### src/rtl/link_scatter_pkg.sv
// Shared layout of the compute link word, the scatter message and the scatter FSM states.
package link_scatter_pkg;

  // Field order gives data_ptr [95:64], data_size [63:32], g_update [31:0].
  typedef struct packed {
    logic [31:0] data_ptr;
    logic [31:0] data_size;
    logic [31:0] g_update;
  } link_word_t;

  // Message order gives g_update [63:32], neighbour key [31:0].
  typedef struct packed {
    logic [31:0] g_update;
    logic [31:0] key;
  } msg_t;

  typedef enum logic [2:0] {
    IDLE,
    FETCH,
    PARSE,
    ISSUE,
    WAIT_RESP
  } scatter_state_t;

endpackage

### src/rtl/link_scatter_buf.sv
// scatter_buf: show-ahead synchronous FIFO that holds link-memory responses until they drain.
module scatter_buf #(
  parameter int unsigned DEPTH = 16,
  parameter int unsigned WIDTH = 64
) (
  input  logic                     clk,
  input  logic                     reset,
  input  logic                     push,
  input  logic [WIDTH-1:0]         wdata,
  input  logic                     pop,
  output logic [WIDTH-1:0]         head,
  output logic [$clog2(DEPTH):0]   usedw,
  output logic                     full,
  output logic                     empty
);
  localparam int unsigned AW = $clog2(DEPTH);

  logic [WIDTH-1:0] mem [DEPTH];
  logic [AW-1:0]    wr_ptr;
  logic [AW-1:0]    rd_ptr;
  logic             do_push;
  logic             do_pop;

  assign do_push = push && !full;
  assign do_pop  = pop && !empty;
  assign full    = (usedw == (AW+1)'(DEPTH));
  assign empty   = (usedw == '0);
  assign head    = mem[rd_ptr];

  always_ff @(posedge clk) begin
    if (do_push) mem[wr_ptr] <= wdata;
  end

  always_ff @(posedge clk or posedge reset) begin
    if (reset) begin
      wr_ptr <= '0;
      rd_ptr <= '0;
      usedw  <= '0;
    end else begin
      if (do_push) wr_ptr <= wr_ptr + AW'(1);
      if (do_pop)  rd_ptr <= rd_ptr + AW'(1);
      case ({do_push, do_pop})
        2'b10:   usedw <= usedw + (AW+1)'(1);
        2'b01:   usedw <= usedw - (AW+1)'(1);
        default: usedw <= usedw;
      endcase
    end
  end
endmodule

### src/rtl/link_scatter.sv
// link_scatter: walks compute link entries, burst-reads neighbour keys and emits {g_update, key} messages.
module link_scatter
  import link_scatter_pkg::*;
#(
  parameter int unsigned MAX_BURST = 8,
  parameter int unsigned BUF_DEPTH = 16
) (
  input  logic                         clk,
  input  logic                         reset,
  input  logic [95:0]                  compute_link_fifo_q,
  input  logic                         compute_link_fifo_empty,
  output logic                         compute_link_fifo_rdreq,
  output logic [31:0]                  link_mem_address,
  output logic                         link_mem_read,
  output logic [$clog2(MAX_BURST):0]   link_mem_burstcount,
  input  logic                         link_mem_waitrequest,
  input  logic [31:0]                  link_mem_readdata,
  input  logic                         link_mem_readdatavalid,
  output logic [63:0]                  msg_fifo_data,
  output logic                         msg_fifo_wrreq,
  input  logic                         msg_fifo_full,
  output logic                         busy
);
  localparam int unsigned BW = $clog2(MAX_BURST) + 1;
  localparam int unsigned OW = $clog2(BUF_DEPTH) + 1;

  scatter_state_t state, state_next;
  link_word_t     link_word;
  msg_t           resp_msg;
  logic [31:0]    ptr, remaining, g_update;
  logic [BW-1:0]  blen;
  logic [OW-1:0]  outstanding, usedw, credits;
  logic [63:0]    buf_head;
  logic           accept, resp_push, buf_pop, buf_full, buf_empty, credit_ok;

  assign link_word = compute_link_fifo_q;
  assign resp_msg  = '{g_update: g_update, key: link_mem_readdata};
  assign blen      = (remaining < MAX_BURST) ? remaining[BW-1:0] : BW'(MAX_BURST);
  // Words already requested still need a slot, so they count against the buffer.
  assign credits   = OW'(BUF_DEPTH) - usedw - outstanding;
  assign credit_ok = !buf_full && (credits >= OW'(blen));
  assign accept    = link_mem_read && !link_mem_waitrequest;
  assign resp_push = link_mem_readdatavalid && (outstanding != '0);
  assign buf_pop   = !buf_empty && !msg_fifo_full;
  assign busy      = (state != IDLE) || !buf_empty;

  always_ff @(posedge clk or posedge reset) begin
    if (reset) state <= IDLE;
    else       state <= state_next;
  end

  always_comb begin
    state_next              = state;
    compute_link_fifo_rdreq = 1'b0;
    case (state)
      IDLE: begin
        if (!compute_link_fifo_empty) begin
          compute_link_fifo_rdreq = 1'b1;
          state_next              = FETCH;
        end
      end
      FETCH:     state_next = PARSE;
      PARSE:     state_next = (link_word.data_size == '0) ? IDLE : ISSUE;
      ISSUE:     if (accept && (remaining == 32'(blen))) state_next = WAIT_RESP;
      WAIT_RESP: if (outstanding == '0) state_next = IDLE;
      default:   state_next = IDLE;
    endcase
  end

  always_ff @(posedge clk or posedge reset) begin
    if (reset) begin
      ptr                 <= '0;
      remaining           <= '0;
      g_update            <= '0;
      link_mem_read       <= 1'b0;
      link_mem_address    <= '0;
      link_mem_burstcount <= '0;
      outstanding         <= '0;
      msg_fifo_wrreq      <= 1'b0;
      msg_fifo_data       <= '0;
    end else begin
      if (state == PARSE) begin
        ptr       <= link_word.data_ptr;
        remaining <= link_word.data_size;
        g_update  <= link_word.g_update;
      end
      if (accept) begin
        link_mem_read <= 1'b0;
        ptr           <= ptr + (32'(blen) << 2);
        remaining     <= remaining - 32'(blen);
      end else if ((state == ISSUE) && !link_mem_read && credit_ok) begin
        link_mem_read       <= 1'b1;
        link_mem_address    <= ptr;
        link_mem_burstcount <= blen;
      end
      outstanding    <= outstanding + (accept ? OW'(blen) : '0) - (resp_push ? OW'(1) : '0);
      msg_fifo_wrreq <= buf_pop;
      if (buf_pop) msg_fifo_data <= buf_head;
    end
  end

  scatter_buf #(
    .DEPTH (BUF_DEPTH),
    .WIDTH (64)
  ) u_buf (
    .clk   (clk),
    .reset (reset),
    .push  (resp_push),
    .wdata (resp_msg),
    .pop   (buf_pop),
    .head  (buf_head),
    .usedw (usedw),
    .full  (buf_full),
    .empty (buf_empty)
  );
endmodule

### config.mk
export PLATFORM = sky130hd
export DESIGN_NAME = link_scatter
export DESIGN_NICKNAME = d
export VERILOG_FILES = /design/src/rtl/link_scatter_pkg.sv /design/src/rtl/link_scatter_buf.sv /design/src/rtl/link_scatter.sv
export SDC_FILE = /design/constraint.sdc
export NUM_CORES = 2
export LEC_CHECK = 0
export BUFFER_PORTS_ARGS = -buffer_cell sky130_fd_sc_hd__buf_2
export CORE_MARGIN = 2
export CORE_UTILIZATION = 50
export DETAILED_ROUTE_END_ITERATION = 8
export PLACE_DENSITY = 0.67
export SYNTH_ARGS = -nofsm -noshare
export SYNTH_HDL_FRONTEND = slang
export SYNTH_HIERARCHICAL = 1
export SYNTH_SLANG_ARGS = --single-unit
export TNS_END_PERCENT = 50
### constraint.sdc
create_clock -name clk -period 6.5 [get_ports clk]
set_input_delay 0.325 -clock clk [delete_from_list [all_inputs] [get_ports clk]]
set_output_delay 0.325 -clock clk [all_outputs]
set_load 0.005 [all_outputs]
* Word-level counts from Yosys, hierarchy flattened
Memory sizes are Yosys's and may differ from the RTL's. A register that Yosys moved wholly into a read port is not among the register bits. Cells that the tools add are included.
Word-level totals: register bits after elaboration 155, memory bits (writable) 1024, input port bits 134, output and inout port bits 104, memories 1
Cells by class: add/sub/neg operators 10, $lt $le $gt $ge 2, eq/ne operators 11, multiplexer cells 19, bitwise logic cells 1, reduce and logical (&&, ||, !) cells 26
Memory list:
- u_buf.mem | words 16, width 64, read ports 1, clocked after Yosys merged registers in 1, write ports 1, line link_scatter_buf.sv:18 | logic [WIDTH-1:0] mem [DEPTH];
Operators by type and width (number):
- 32-bit two-way mux | 4
- 32-bit by 6-bit adder with 32-bit output | 1
- 32-bit by 4-bit == test with 1-bit output | 1
- 32-bit zero test | 1
- 32-bit by 4-bit < comparator with 1-bit output, second input constant | 1
- 32-bit by 4-bit subtractor with 32-bit output | 1
- 3-bit one-hot mux with 5 select lines | 1
- 5-bit zero test | 2
- 5-bit one-hot mux with 2 select lines | 1
- 1-bit logical AND | 9
- 3-bit two-way mux | 3
- 4-bit by 1-bit adder with 4-bit output, second input constant | 2
- 4-bit two-way mux | 2
- 1-bit two-way mux | 7
- 3-bit by 2-bit == test with 1-bit output, second input constant | 2
- 2-bit inequality test, second input constant | 3
- 2-bit nonzero test | 3
- 5-bit by 1-bit adder with 5-bit output, second input constant | 1
- 5-bit by 4-bit adder with 5-bit output | 1
- 5-bit == test, second input constant | 1
- 5-bit by 4-bit >= comparator with 1-bit output | 1
- 1-bit zero test | 5
- 5-bit nonzero test | 1
- 5-bit by 1-bit subtractor with 5-bit output | 1
- 14 further kinds | 14

* Longest topological paths before layout
word-level depth 7, gate-level depth with buffers 16, depth with buffers taken out 14

* By module
The synthesis kept the hierarchy.
By module, submodules not included:
- scatter_buf | instances 1, cells each 1994, area an instance 40014.6 um^2, sequential area each 31074.8 um^2
- link_scatter | instances 1, cells each 869, area an instance 10037.1 um^2, sequential area each 5154.9 um^2

* Worst setup path before layout
Ideal clock, no wire load.
path type register to register, start point reg outstanding[1], end point mem u_buf.mem[3][0], enable pin, setup time 565 ps, arrival 5402 ps, data required time 5935 ps, path slack 533 ps, stages on the path, launching flop included 8, period minus slack after synthesis 5967 ps, cells stage by stage dfrtp_1 or4_1 nor2_1 nor2b_1 and2_1 buf_2 nand2_1 nor3_1
On the way: word-level cells in the longest chain between the ends 5
RTL lines:
- start, declared | line link_scatter.sv:32 | logic [OW-1:0] outstanding, usedw, credits;
- start signal, assigned | line link_scatter.sv:96 | outstanding <= outstanding + (accept ? OW'(blen) : '0) - (resp_push ? OW'(1) : '0);
- 5-bit nonzero test | line link_scatter.sv:43 | assign resp_push = link_mem_readdatavalid && (outstanding != '0);
- 1-bit logical AND | line link_scatter.sv:43
- named net resp_push | line link_scatter.sv:34 | logic accept, resp_push, buf_pop, buf_full, buf_empty, credit_ok;
- 1-bit logical AND | line link_scatter_buf.sv:24 | assign do_push = push && !full;
- 1-bit two-way mux | line link_scatter_buf.sv:31 | if (do_push) mem[wr_ptr] <= wdata;
- 1-bit two-way mux (not written as such) | line link_scatter_buf.sv:31
- end, declared | line link_scatter_buf.sv:18
The timed path passes the listed nets, and every way through them passes these cells.

* Worst setup path in the final report
start point reg remaining[4], end point reg link_mem_address[30]
On the way: word-level cells in the longest chain between the ends 6
RTL lines:
- start, declared | line link_scatter.sv:30 | logic [31:0] ptr, remaining, g_update;
- start signal, assigned | line link_scatter.sv:84 | remaining <= link_word.data_size;
- start signal, assigned | line link_scatter.sv:90 | remaining <= remaining - 32'(blen);
- 32-bit by 4-bit < comparator with 1-bit output | line link_scatter.sv:38 | assign blen = (remaining < MAX_BURST) ? remaining[BW-1:0] : BW'(MAX_BURST);
- 4-bit two-way mux | line link_scatter.sv:38
- named net blen[0] | line link_scatter.sv:31 | logic [BW-1:0] blen;
- 5-bit by 4-bit >= comparator with 1-bit output | line link_scatter.sv:41 | assign credit_ok = !buf_full && (credits >= OW'(blen));
- 1-bit logical AND | line link_scatter.sv:41
- 1-bit logical AND | line link_scatter.sv:91 | end else if ((state == ISSUE) && !link_mem_read && credit_ok) begin
- 2-bit AND reduction (no line)
- end signal, assigned | line link_scatter.sv:93 | link_mem_address <= ptr;
- end, declared | line link_scatter.sv:13 | output logic [31:0] link_mem_address,
The timed path passes the listed nets, and every way through them passes these cells. A chain may end at the register's enable or synchronous reset.

==> results.md <==
* Critical Path Fanout Max at 37
* Drt via density at 6.08
* Cts repair resizes at 0
* Clk buf depth at 3
* TritonCTS clock tree: built
* Netlist Area Pre-Place at around 50,000 um^2
* Top-area cell type share of the netlist area at 0.614
* Number of flops mapped to enable cells by yosys at 1,024
* CP Cell Sequence: or4_1 -> nor4_1 -> nand3_1 -> or2_2 -> inv_1 -> and2_1 -> ha_1 -> nand2b_1 -> o41ai_2 -> a21boi_1 -> o41a_2 -> mux2_2
* Worst EP required at approximately 7100 ps
* RR Startpoint: remaining[4]$_DFFE_PP0P_
* Synthesized Nets at slightly above 3,000
* Status: completed
* Total I/O pin count at 238
* Vias at 28,370
* Pwr dens at 433 nW/um^2
* Least-Margin Pin Slew at 1230 ps
* Ys Warns at 6
* Grt total ovfl at 0
* Endpoints failing setup at 0
* Latest clock arrival within the worst-skew pair at 740 ps
* Main synth FF type: edfxtp_1
* Layout cell share with drive strength beyond 1 at 0.246
* Start point of the critical path: remaining[4]$_DFFE_PP0P_
* Max-cap viol count at 0
* Final Wtd Congestion at 0.841
* Setup_tns at 0 ps
* PortBufs at approximately 240
* Fin nets at 3,430
* Final worst-path cycle share at 0.783
* DRC viols at 0
* Global-route wire length before repair at between 150,000 and 200,000 um
* R2R depth at 12
* Critical Path End: link_mem_address[30]$_DFFE_PP0P_
* Worst Skew at roughly 32 ps
* Die X-Extent at 320 um
* Vias in the first global route at slightly below 30,000
* Chip height at 320 um
* H-tree depth at 4
* GRT Total Usage at 0.238
* CP max stage cell: o41a_2
* Clock buffer count from CTS at 130
* Register bit count reported by yosys at 1,243
* Detailed placement HPWL at 65,000 um
* Initial Util at 0.502
* Post-Place Setup Slack at 1490 ps
* Largest area contributor in the netlist: edfxtp_1
* Crit Path Class: reg2reg
* Async SR Flop Fraction at 0.176
* Crit end category: flip-flop
* Clock sinks at 1,243
* Routed len/inst at 26.1 um
* Avg Cell Area, Syn at between 15 and 20 um^2
* Final WL at 122,000 um
* Clock-pin slew on the worst setup and hold paths at 60 ps
* Initial DRC count at 2,601
* Maximum clock rate at 197 MHz
* Pleak at 0.0208 uW
* 1st-pass router iterations at 6
* Min Tclk post-route at 5090 ps
* Worst reg2reg setup slack at between 1000 and 1500 ps
* Yosys cell types at 76
* Commonest non-fill, non-tap cell in the layout: edfxtp_1
* Final Max Slew Viols at 0
* Die area at ~100,000 um^2
* Rows at around 120
* Root Driver: clkbuf_16
* Hold Vio Cnt, Final at 0
* Most frequent cells in the layout: edfxtp_1 (1,024), buf_2 (237), dfrtp_1 (215)
* Synth area leaders: edfxtp_1 (61%), dfrtp_1 (11%), mux4_2 (5.8%), mux2i_1 (3.9%), mux2_2 (3.5%)
* HP Class: in2reg
* Antenna-violating nets left at 0
* CP startpoint kind: flip-flop
* Reg2reg end: link_mem_address[30]$_DFFE_PP0P_
* Critical path's largest stage delay at between 900 and 1000 ps
* Peak VDD IR at 0.387 mV
* Sequential-to-total area share from yosys stat at 0.724
* Setup ws final at around 1400 ps
* Slew headroom at 0.174
* Core ar. at roughly 100,000 um^2
* Unrepaired setup endpoints after global routing: no
* WP data arrival at 5700 ps
* Initial antenna violation count at 4
* Largest net degree at the start of global routing at around 150
* Synthesized instance count at 2,863
* Syn-to-layout area delta at 16.0%
synth_stat cells (15+ instances only):
| cell | number |
|---|---|
| a211oi_1 | 20 |
| a21oi_1 | 86 |
| a221oi_1 | 64 |
| a22oi_1 | 68 |
| buf_2 | 15 |
| buf_6 | 28 |
| clkbuf_1 | 83 |
| dfrtp_1 | 219 |
| edfxtp_1 | 1024 |
| ha_1 | 32 |
| inv_1 | 41 |
| mux2_2 | 156 |
| mux2_4 | 27 |
| mux2i_1 | 197 |
| mux4_2 | 128 |
| nand2_1 | 134 |
| nand3_1 | 20 |
| nor2_1 | 59 |
| nor3_1 | 23 |
| nor4_1 | 23 |
| o211ai_1 | 18 |
| o21ai_0 | 143 |
| or4_1 | 15 |
| xnor2_1 | 15 |
how the worst min path moves through the flow:
stage,slack [ps],end,cells past startpoint,from
6_report,130,remaining[20]$_DFFE_PP0P_,4,compute_link_fifo_q[52]
5_1_grt,140,msg_fifo_wrreq$_DFF_PP0_,3,msg_fifo_full
4_1_cts,60,remaining[20]$_DFFE_PP0P_,4,compute_link_fifo_q[52]
3_5_place_dp,460,msg_fifo_data[56]$_DFFE_PP0P_,2,reset
3_3_place_gp,440,msg_fifo_data[56]$_DFFE_PP0P_,2,reset
2_1_floorplan,200,u_buf/rd_ptr[0]$_DFFE_PP0P_,1,reset
metrics by stage:
stage / instance area, um^2 / hold WS, ps / utilization / total power, uW / instances
after detailed placement: 52700 / 458 / 0.528 / 18100 / 4297
after global placement: 52700 / 443 / 0.528 / 17800 / 4297
final: 58100 / 132 / 0.582 / 25200 / 4664
after floorplan: 50100 / 202 / - / 15900 / 2863
after global routing: 58100 / 137 / 0.582 / 26300 / 4663
after CTS: 58100 / 63.0 / 0.582 / 25300 / 4663
what timing repair did:
action	CTS	global route
setup buffers	0	0
hold endpoints to repair	676	0
hold buffers	130	0
power breakdown:
group | leakage, uW | total, uW | switching, uW | internal, uW
Clock | 0.00200 | 7150 | 3010 | 4140
Sequential | 0.0120 | 10600 | 796 | 9760
Combinational | 0.00678 | 7460 | 4250 | 3200
Total | 0.0208 | 25200 | 8060 | 17100
critical path: cells and delay by family, from the launching register on:
family	cells	cell delay [ps]
AND/OR/NAND/NOR	6	2380
AO/OA/AOI/OAI	3	1290
flip-flops	1	460
multiplexers	1	440
buffers and inverters	1	190
adder cells (fa/ha/maj)	1	160
per-layer routing:
metal / part of all wire / vias up / GRT usage
li1: - / 12277 / -
met1: 0.41 / 14788 / 0.322
met2: 0.50 / 1082 / 0.398
met3: 0.068 / 215 / 0.0416
met4: 0.021 / 8 / 0.0676
met5: 0.00033 / - / 0
state kept, by name (all words and copies together) (netlist names):
| signal | flops |
|---|---|
| link_mem_burstcount | 4 |
| link_mem_address | 32 |
| remaining | 32 |
| u_buf/rd_ptr | 4 |
| outstanding | 5 |
| ptr | 32 |
| msg_fifo_data | 64 |
| u_buf/usedw | 5 |
| u_buf/wr_ptr | 4 |
| g_update | 32 |
| msg_fifo_wrreq | 1 |
| link_mem_read | 1 |
| u_buf/mem | 1024 |
| state | 3 |
area by class of cell:
class                           count  area [um^2]
Timing Repair Buffer              420         2970
Clock buffer                      190         3670
Multi-Input combinational cell   1425        13000
Antenna cell                        1         2.50
Tap cell                         1298         1620
Sequential cell                  1243        36200
Clock inverter                     46          447
Inverter                           41          161
Fill cell                        7322        41600
cell families (layout without fill, tap and decap cells):
family	Yosys count	after routing	share of synthesized area
xor+xnor	22	22	0.00385
simple gates	351	351	0.0342
flops	1243	1243	0.724
compound gates	496	496	0.0657
fa+ha+maj	35	35	0.00920
mux	520	520	0.143
other cells	1	2	0.0000749
buf+inv	195	697	0.0202
Power figures use the tool's default switching activity.
